**src/rtl/vx_tcu_drl_exp_align.sv**
```systemverilog
// vx_tcu_drl_exp_align: two-stage elastic max-exponent and mantissa-alignment shift stage.
// Optional VX_TCU_DRL_ALIGN_STICKY_EN adds shift_sat, flagging lanes shifted completely out.
module vx_tcu_drl_exp_align #(
  parameter int N       = 8,
  parameter int SHIFT_W = 5,
  parameter int TAG_W   = 8
) (
  input  logic                 clk,
  input  logic                 reset,
  input  logic                 valid_in,
  output logic                 ready_in,
  input  logic [2:0]           fmt_s,
  input  logic [N-1:0]         lane_mask,
  input  logic [N*8-1:0]       raw_exp_y,
  input  logic [N-1:0]         exp_low_larger,
  input  logic [N*7-1:0]       raw_exp_diff,
  input  logic [TAG_W-1:0]     tag_in,
  output logic                 valid_out,
  input  logic                 ready_out,
  output logic [2:0]           fmt_out,
  output logic [7:0]           max_exp,
  output logic [N*SHIFT_W-1:0] shift_amt,
  output logic [N*SHIFT_W-1:0] sub_shift,
  output logic [N-1:0]         sub_sel,
  output logic [TAG_W-1:0]     tag_out
`ifdef VX_TCU_DRL_ALIGN_STICKY_EN
  , output logic [N-1:0]       shift_sat
`endif
);
  localparam int SMAX = 2**SHIFT_W - 1;
  logic                 s1_valid_q, s2_valid_q, adv2, fmt_ok, fp8;
  logic [7:0]           max_d, s1_max_q, s2_max_q;
  logic [N*8-1:0]       s1_exp_q, dist_c;
  logic [N-1:0]         s1_mask_q, s1_sel_q, sel_d, s2_sel_q;
  logic [N*7-1:0]       s1_diff_q;
  logic [2:0]           s1_fmt_q, s2_fmt_q;
  logic [TAG_W-1:0]     s1_tag_q, s2_tag_q;
  logic [N*SHIFT_W-1:0] shift_d, s2_shift_q, sub_d, s2_sub_q;
  assign adv2     = !s2_valid_q || ready_out;
  assign ready_in = !s1_valid_q || adv2;
  assign fmt_ok   = s1_fmt_q >= 3'd1 && s1_fmt_q <= 3'd4;
  assign fp8      = s1_fmt_q == 3'd3 || s1_fmt_q == 3'd4;
  // Heap-ordered comparator tree: leaves at N-1..2N-2, root at 0; masked lanes enter as 0.
  always_comb begin : max_tree
    logic [7:0] t [2*N-1];
    t = '{default: '0};
    for (int i = 0; i < N; i++) t[N-1+i] = lane_mask[i] ? 8'd0 : raw_exp_y[i*8 +: 8];
    for (int i = N-2; i >= 0; i--) t[i] = t[2*i+1] > t[2*i+2] ? t[2*i+1] : t[2*i+2];
    max_d = t[0];
  end
  always_comb begin : align
    logic [6:0] a;
    a       = '0;
    dist_c  = '0;
    shift_d = '0;
    sub_d   = '0;
    for (int i = 0; i < N; i++) begin
      dist_c[i*8 +: 8] = s1_max_q - s1_exp_q[i*8 +: 8];
      a = s1_diff_q[i*7+6] ? -s1_diff_q[i*7 +: 7] : s1_diff_q[i*7 +: 7];
      shift_d[i*SHIFT_W +: SHIFT_W] = (s1_mask_q[i] || int'(dist_c[i*8 +: 8]) > SMAX) ? '1 : SHIFT_W'(dist_c[i*8 +: 8]);
      sub_d[i*SHIFT_W +: SHIFT_W] = int'(a) > SMAX ? '1 : SHIFT_W'(a);
    end
    if (!fmt_ok) shift_d = '0;
    if (!fp8) sub_d = '0;
    sel_d = fp8 ? s1_sel_q : '0;
  end
  always_ff @(posedge clk or negedge reset) begin
    if (!reset) begin
      s1_valid_q <= 1'b0;
      s1_max_q   <= '0;
      s1_exp_q   <= '0;
      s1_mask_q  <= '0;
      s1_diff_q  <= '0;
      s1_sel_q   <= '0;
      s1_fmt_q   <= '0;
      s1_tag_q   <= '0;
    end else begin
      if (ready_in) s1_valid_q <= valid_in;
      if (valid_in && ready_in) begin
        s1_max_q  <= max_d;
        s1_exp_q  <= raw_exp_y;
        s1_mask_q <= lane_mask;
        s1_diff_q <= raw_exp_diff;
        s1_sel_q  <= exp_low_larger;
        s1_fmt_q  <= fmt_s;
        s1_tag_q  <= tag_in;
      end
    end
  end
  always_ff @(posedge clk or negedge reset) begin
    if (!reset) begin
      s2_valid_q <= 1'b0;
      s2_fmt_q   <= '0;
      s2_max_q   <= '0;
      s2_shift_q <= '0;
      s2_sub_q   <= '0;
      s2_sel_q   <= '0;
      s2_tag_q   <= '0;
    end else begin
      if (adv2) s2_valid_q <= s1_valid_q;
      if (adv2 && s1_valid_q) begin
        s2_fmt_q   <= s1_fmt_q;
        s2_max_q   <= fmt_ok ? s1_max_q : 8'd0;
        s2_shift_q <= shift_d;
        s2_sub_q   <= sub_d;
        s2_sel_q   <= sel_d;
        s2_tag_q   <= s1_tag_q;
      end
    end
  end
`ifdef VX_TCU_DRL_ALIGN_STICKY_EN
  logic [N-1:0] sat_d, s2_sat_q;
  always_comb begin
    sat_d = '0;
    for (int i = 0; i < N; i++) sat_d[i] = fmt_ok && !s1_mask_q[i] && int'(dist_c[i*8 +: 8]) > SMAX;
  end
  always_ff @(posedge clk or negedge reset) begin
    if (!reset) s2_sat_q <= '0;
    else if (adv2 && s1_valid_q) s2_sat_q <= sat_d;
  end
  assign shift_sat = s2_sat_q;
`endif
  assign valid_out = s2_valid_q;
  assign fmt_out   = s2_fmt_q;
  assign max_exp   = s2_max_q;
  assign shift_amt = s2_shift_q;
  assign sub_shift = s2_sub_q;
  assign sub_sel   = s2_sel_q;
  assign tag_out   = s2_tag_q;
endmodule

```
**config.mk**
```make
export PLATFORM = sky130hd
export DESIGN_NAME = vx_tcu_drl_exp_align
export DESIGN_NICKNAME = d
export VERILOG_FILES = /design/src/rtl/vx_tcu_drl_exp_align.sv
export SDC_FILE = /design/constraint.sdc
export NUM_CORES = 1
export LEC_CHECK = 0
export ABC_AREA = 1
export BUFFER_PORTS_ARGS = -buffer_cell sky130_fd_sc_hd__buf_4
export CORE_MARGIN = 2
export CORE_UTILIZATION = 59
export CTS_BUF_LIST = sky130_fd_sc_hd__clkbuf_2 sky130_fd_sc_hd__clkbuf_4 sky130_fd_sc_hd__clkbuf_8
export CTS_CLUSTER_DIAMETER = 150
export DETAILED_ROUTE_END_ITERATION = 8
export GPL_ROUTABILITY_DRIVEN = 0
export GPL_TIMING_DRIVEN = 0
export HOLD_SLACK_MARGIN = 0.06
export PLACE_DENSITY = 0.83
export SETUP_SLACK_MARGIN = 0.5
export SKIP_LAST_GASP = 1
export SYNTH_ARGS = -nofsm -noshare
export SYNTH_HDL_FRONTEND = slang
export SYNTH_SLANG_ARGS = --single-unit
```
**constraint.sdc**
```tcl
create_clock -name clk -period 3.18 [get_ports clk]
set_input_delay 0 -clock clk [delete_from_list [all_inputs] [get_ports clk]]
set_output_delay 0 -clock clk [all_outputs]
set_load 0.01 [all_outputs]
```
==> impl_metrics.toml, run 1 <==
[synthesis]
synthCells = 1955
synth_edf_count = 0
synth_cell_type_count = 45
ys_seq_area_share_pct = 42.64
ys_seq_elements = 264
yosys_most_used_dff = "dfrtp_1"
synth-async-reset-ratio_pct = 100.0
synth_area_um2 = 15490
synth_largest_area_cell = "dfrtp_1"
synth_warnings = 0
syn_avg_cell_area_um2 = 7.925
synth_area_leaders = "dfrtp_1 (43%), nand2_1 (12%), ha_1 (9.0%)"
synth_nets = 2226
synth_top_area_share_pct = 42.64

[status]
status = "did not finish"
first-error = "[ERROR GRT-0232] Routing congestion too high. Check the congestion heatmap in the GUI."
stop_stage = "5_1_grt"

[floorplanning]
die_w_um = 166.1
io_pins = 260
rows = 59
initial_core_util_pct = 59.80
die_h_um = 166.1

[placed_design]
pre_cts_ws_ns = -1.348
place_inst = 2547
io_buffers = 255
hpwl_mm = 35.99

[clock_network]
cts_sinks = 264
cts_buffers = 45
htreeDepth = 2
cts_buffer_depth = 3
clockRootBuffer = "clkbuf_8"

[timing]
worstEndpointGrtRepair = "s1_max_q[7]$_DFFE_PN0P_/D"
worst_path_end_type = "register input"

[global_routing]
grt_start_max_net_pins = 102
track_usage_pct = 62.53
grt_overflow = 10
## metal layers
metal / global-route usage [%] / GRT overflow
met5: 9.043 / 0
met4: 56.86 / 2
met3: 39.80 / 0
met2: 86.04 / 8
met1: 64.24 / 0
## metrics by stage
step | cell area (um2) | hold slack [ns]
4_1_cts | 22210 | -0.3339
3_5_place_dp | 18100 | 0.08371
3_3_place_gp | 18040 | 0.1993
2_1_floorplan | 15710 | -0.2956
## repair_timing
item                                    in CTS
endpoints found under the setup margin      62
hold buffers                               146
setup buffers                               69
gates resized for setup                    237
pin swaps                                   78
hold endpoints to repair                   277
gates cloned                                 7
## cells by family after synthesis
| group | Yosys count | synth area share, % |
|---|---|---|
| XOR/XNOR | 56 | 3.166 |
| AND/OR/NAND/NOR | 810 | 22.15 |
| adder cells (fa/ha/maj) | 120 | 10.08 |
| AO/OA/AOI/OAI | 378 | 13.79 |
| buffers and inverters | 327 | 8.173 |
| flip-flops | 264 | 42.64 |
## cell usage after synthesis, drive strengths merged (2+ instances only)
master / instances
a32o: 6
or2: 15
dfrtp: 264
o21a: 2
xor2: 45
clkinv: 3
a22o: 34
inv: 259
nand3: 83
a31oi: 2
nor3: 9
nand2: 541
nor2: 138
and2: 8
buf: 12
fa: 8
xnor2: 11
a211oi: 14
ha: 112
nand4: 14
o21ai: 258
clkbuf: 53
o21bai: 2
a21oi: 57
==> run 2, diff against run 1 <==
==> config.mk (replaced) <==
export PLATFORM = sky130hd
export DESIGN_NAME = vx_tcu_drl_exp_align
export DESIGN_NICKNAME = d
export VERILOG_FILES = /design/src/rtl/vx_tcu_drl_exp_align.sv
export SDC_FILE = /design/constraint.sdc
export NUM_CORES = 1
export LEC_CHECK = 0
export ABC_AREA = 1
export BUFFER_PORTS_ARGS = -buffer_cell sky130_fd_sc_hd__buf_4
export CORE_MARGIN = 2
export CORE_UTILIZATION = 40
export DETAILED_ROUTE_END_ITERATION = 8
export GPL_ROUTABILITY_DRIVEN = 0
export GPL_TIMING_DRIVEN = 0
export PLACE_DENSITY_LB_ADDON = 0.15
export SKIP_LAST_GASP = 1
export SYNTH_ARGS = -nofsm -noshare
export SYNTH_HDL_FRONTEND = slang
export SYNTH_SLANG_ARGS = --single-unit
==> run 2 against run 1 <==
Against the previous run:
- the flow now finishes, with violations (negative setup slack)
- synthesized cell count is the same
- synthesized area did not move
==> impl_metrics.toml, run 2 <==
[cells_and_area]
largestRegisters = "s1_exp_q x64, s1_diff_q x56"
drive_gt1_share_pct = 25.40
fin_cells = 2998
multiInputGateArea_um2 = 8773
final_common_cell = "nand2_1"
fin_nets = 2728
largest_register = "s1_exp_q"
seq_area_um2 = 6608
n_fill_cell = 3290
n_antenna_cell = 0
syn2layout_area_growth_pct = 45.55
final_util_pct = 58.63
final_cell_mix = "nand2_1 (472), buf_4 (304), dfrtp_1 (263), inv_1 (239), o21ai_0 (237)"
largest_reg_flops = 64

[power]
p_leak_nw = 11.21
p_switching_w = 0.006815
power.share.sequential_pct = 29.1
p_int_w = 0.01025
p_comb_share_pct = 48.2
finalPower_w = 0.01706
power_density_nw_per_um2 = 756.5
irDropWorstVdd_mv = 0.4551
p_clk_share_pct = 22.6
p_sw_share_pct = 39.95

[global_routing]
grt_pass1_vias = 15141
antenna_found_initial = 0
grt_pass1_wl_mm = 81.83
grt_overflow = 0
grt_start_max_net_pins = 100
track_usage_pct = 25.57

[placed_design]
io_buffers = 255
hpwl_mm = 37.64
place_inst = 2730

[floorplanning]
rows = 72
dieArea_um2 = 40320
io_pins = 260
initial_core_util_pct = 40.28
die_w_um = 200.8
die_h_um = 200.8
coreArea_um2 = 38470

[synthesis]
synth_warnings = 0
synth.most_common_cell = "nand2_1"
synthCells = 1955
synth_nets = 2226
synth-async-reset-ratio_pct = 100.0
yosys_most_used_dff = "dfrtp_1"
synth_largest_area_cell = "dfrtp_1"
synth_commonest_cells = "nand2_1 (513), dfrtp_1 (264), o21ai_0 (255)"
synth_top_area_share_pct = 42.64
synth_area_leaders = "dfrtp_1 (43%), nand2_1 (12%), ha_1 (9.0%)"
syn_avg_cell_area_um2 = 7.925
ys_seq_elements = 264
synth_area_um2 = 15490
synth_cell_type_count = 45
ys_seq_area_share_pct = 42.64
synth_edf_count = 0

[hold_path]
min_path_cells = 5
worstHoldPathType = "input pin to flop"

[status]
failed_checks = "negative setup slack"
status = "complete, but fails checks"

[route]
wl_met1_mm = 23.00
route.met3.wl_mm = 2.769
wl_mm = 52.82
ant_nets = 0
via_count = 14976
dr.pass1.iters = 5
viasPerCell = 4.995
drt_iter0_drc = 792
met2WireLength_mm = 25.16
drcViolationCount = 0
top_layer = "met4"
route.detailed.wl_per_inst_um = 17.62

[timing]
finalSetupViolations = 8
rsz0062_at_grt = "yes"
hold_slack_ns = 0.07139
slew_violations = 0
finalHoldViolations = 0
period_needed_ns = 3.801
fmax_mhz = 263.1
period_share_pct = 119.5
slew_headroom_pct = 44.09
worst_slew_pin_slew_ns = 0.8386
skew_ns = 0.01653
fin_ws_ns = -0.6213

[worst_setup_path]
reg2reg_slack_ns = 0.14
critPathBufInv = 7
end_kind = "flop"
arrival_ns = 4.25
crit_cells = 34
start_kind = "input pin"
cp.required_ns = 3.63
crit_type = "input pin to flop"
crit_fanout = 5
slowest_stage = "a32oi_4"
r2r-end = "shift_amt[3]"
cpPeakStageDelay_ns = 0.30
crit_start = "lane_mask[7]"
ff2ff_path_depth = 14
cp_top_family = "simple AND/OR/NAND/NOR gates"
worstSetupEndpoint = "s1_max_q[4]"
r2r_start = "s1_max_q[2]"

[clock_network]
clockRootBuffer = "clkbuf_16"
clk_latency_ns = 0.57
path_clk_slew_ns = 0.06
htreeDepth = 1
cts_sinks = 264
cts_buffer_depth = 3
cts_tree = "yes"
cts_buffers = 29

[run]
drv_cap = 0
[run 2: cell counts after synthesis]
No cell type changed its count.
[run 2: worst min path at each step]
| stage | startpoint | slack (ns) | end |
|---|---|---|---|
| global route | lane_mask[7] | 0.07 | s1_mask_q[7] |
| global placement | raw_exp_diff[46] | 0.21 | s1_diff_q[46] |
| CTS | raw_exp_y[28] | 0.003 | s1_max_q[4] |
| floorplan | reset | -0.30 | fmt_out[0] |
| finish | lane_mask[7] | 0.07 | s1_mask_q[7] |
| detailed placement | reset | -0.01 | s1_diff_q[11] |
[run 2: worst register-to-register path: stages, from the launching register on]
cell	delay (ns)
dfrtp_1	0.72
ha_1	0.38
a21oi_1	0.13
o21ai_0	0.15
nand2_1	0.10
nand2_1	0.09
a21oi_1	0.21
nor2_1	0.05
o21ai_0	0.14
nand2_1	0.09
xor2_1	0.14
nand4_1	0.10
nor2_1	0.33
nand2_1	0.13
a22o_1	0.19
[run 2: power by group through the flow]
stage,Combinational [W],Sequential [W],Clock [W]
floorplan,0.00422,0.00499,0
global placement,0.00655,0.00499,0
detailed placement,0.00673,0.00501,0
CTS,0.00775,0.00497,0.00393
global route,0.00910,0.00506,0.00406
finish,0.00823,0.00497,0.00386
[run 2: cell type report]
| type | instances | share of cell area, % |
|---|---|---|
| multi-input combinational | 1367 | 38.90 |
| sequential | 264 | 29.30 |
| timing repair buffer | 468 | 17.98 |
| inverter | 262 | 4.538 |
| clock buffer | 32 | 3.401 |
| tap | 518 | 2.874 |
| buffer | 65 | 1.565 |
| clock inverter | 22 | 1.443 |
[run 2: logic make-up after synthesis]
family,after synthesis,synth area share [%]
buffers and inverters,327,8.173
adders and majority gates,120,10.08
AOI/OAI and AO/OA,378,13.79
xor gates and xnor gates,56,3.166
and+or+nand+nor,810,22.15
DFF,264,42.64
[run 2: stage by stage]
step / setup WS (ns) / area, um2 / setup TNS [ns]
CTS: -0.2702 / 22250 / -1.956
global placement: -1.315 / 18270 / -43.45
global route: -0.7841 / 22550 / -8.905
detailed placement: -1.425 / 18330 / -13.11
finish: -0.6213 / 22550 / -4.835
floorplan: -0.5424 / 15710 / -4.322
[run 2: repair_timing]
item / 4_1_cts / 5_1_grt
pin swaps: 75 / 45
setup endpoints to repair: 41 / 46
buffers inserted: 50 / 9
hold endpoints to repair: 314 / 0
gates cloned: 5 / 0
hold buffers: 150 / 0
resized for setup: 190 / 53
[run 2: routing by layer]
| metal | vias to the layer above | track usage (%) |
|---|---|---|
| li1 | 7332 | - |
| met1 | 7043 | 33.42 |
| met2 | 486 | 43.84 |
| met3 | 115 | 2.987 |
| met4 | 0 | 9.286 |
| met5 | - | 0 |
Note: power is estimated with default switching activity, not from simulation.
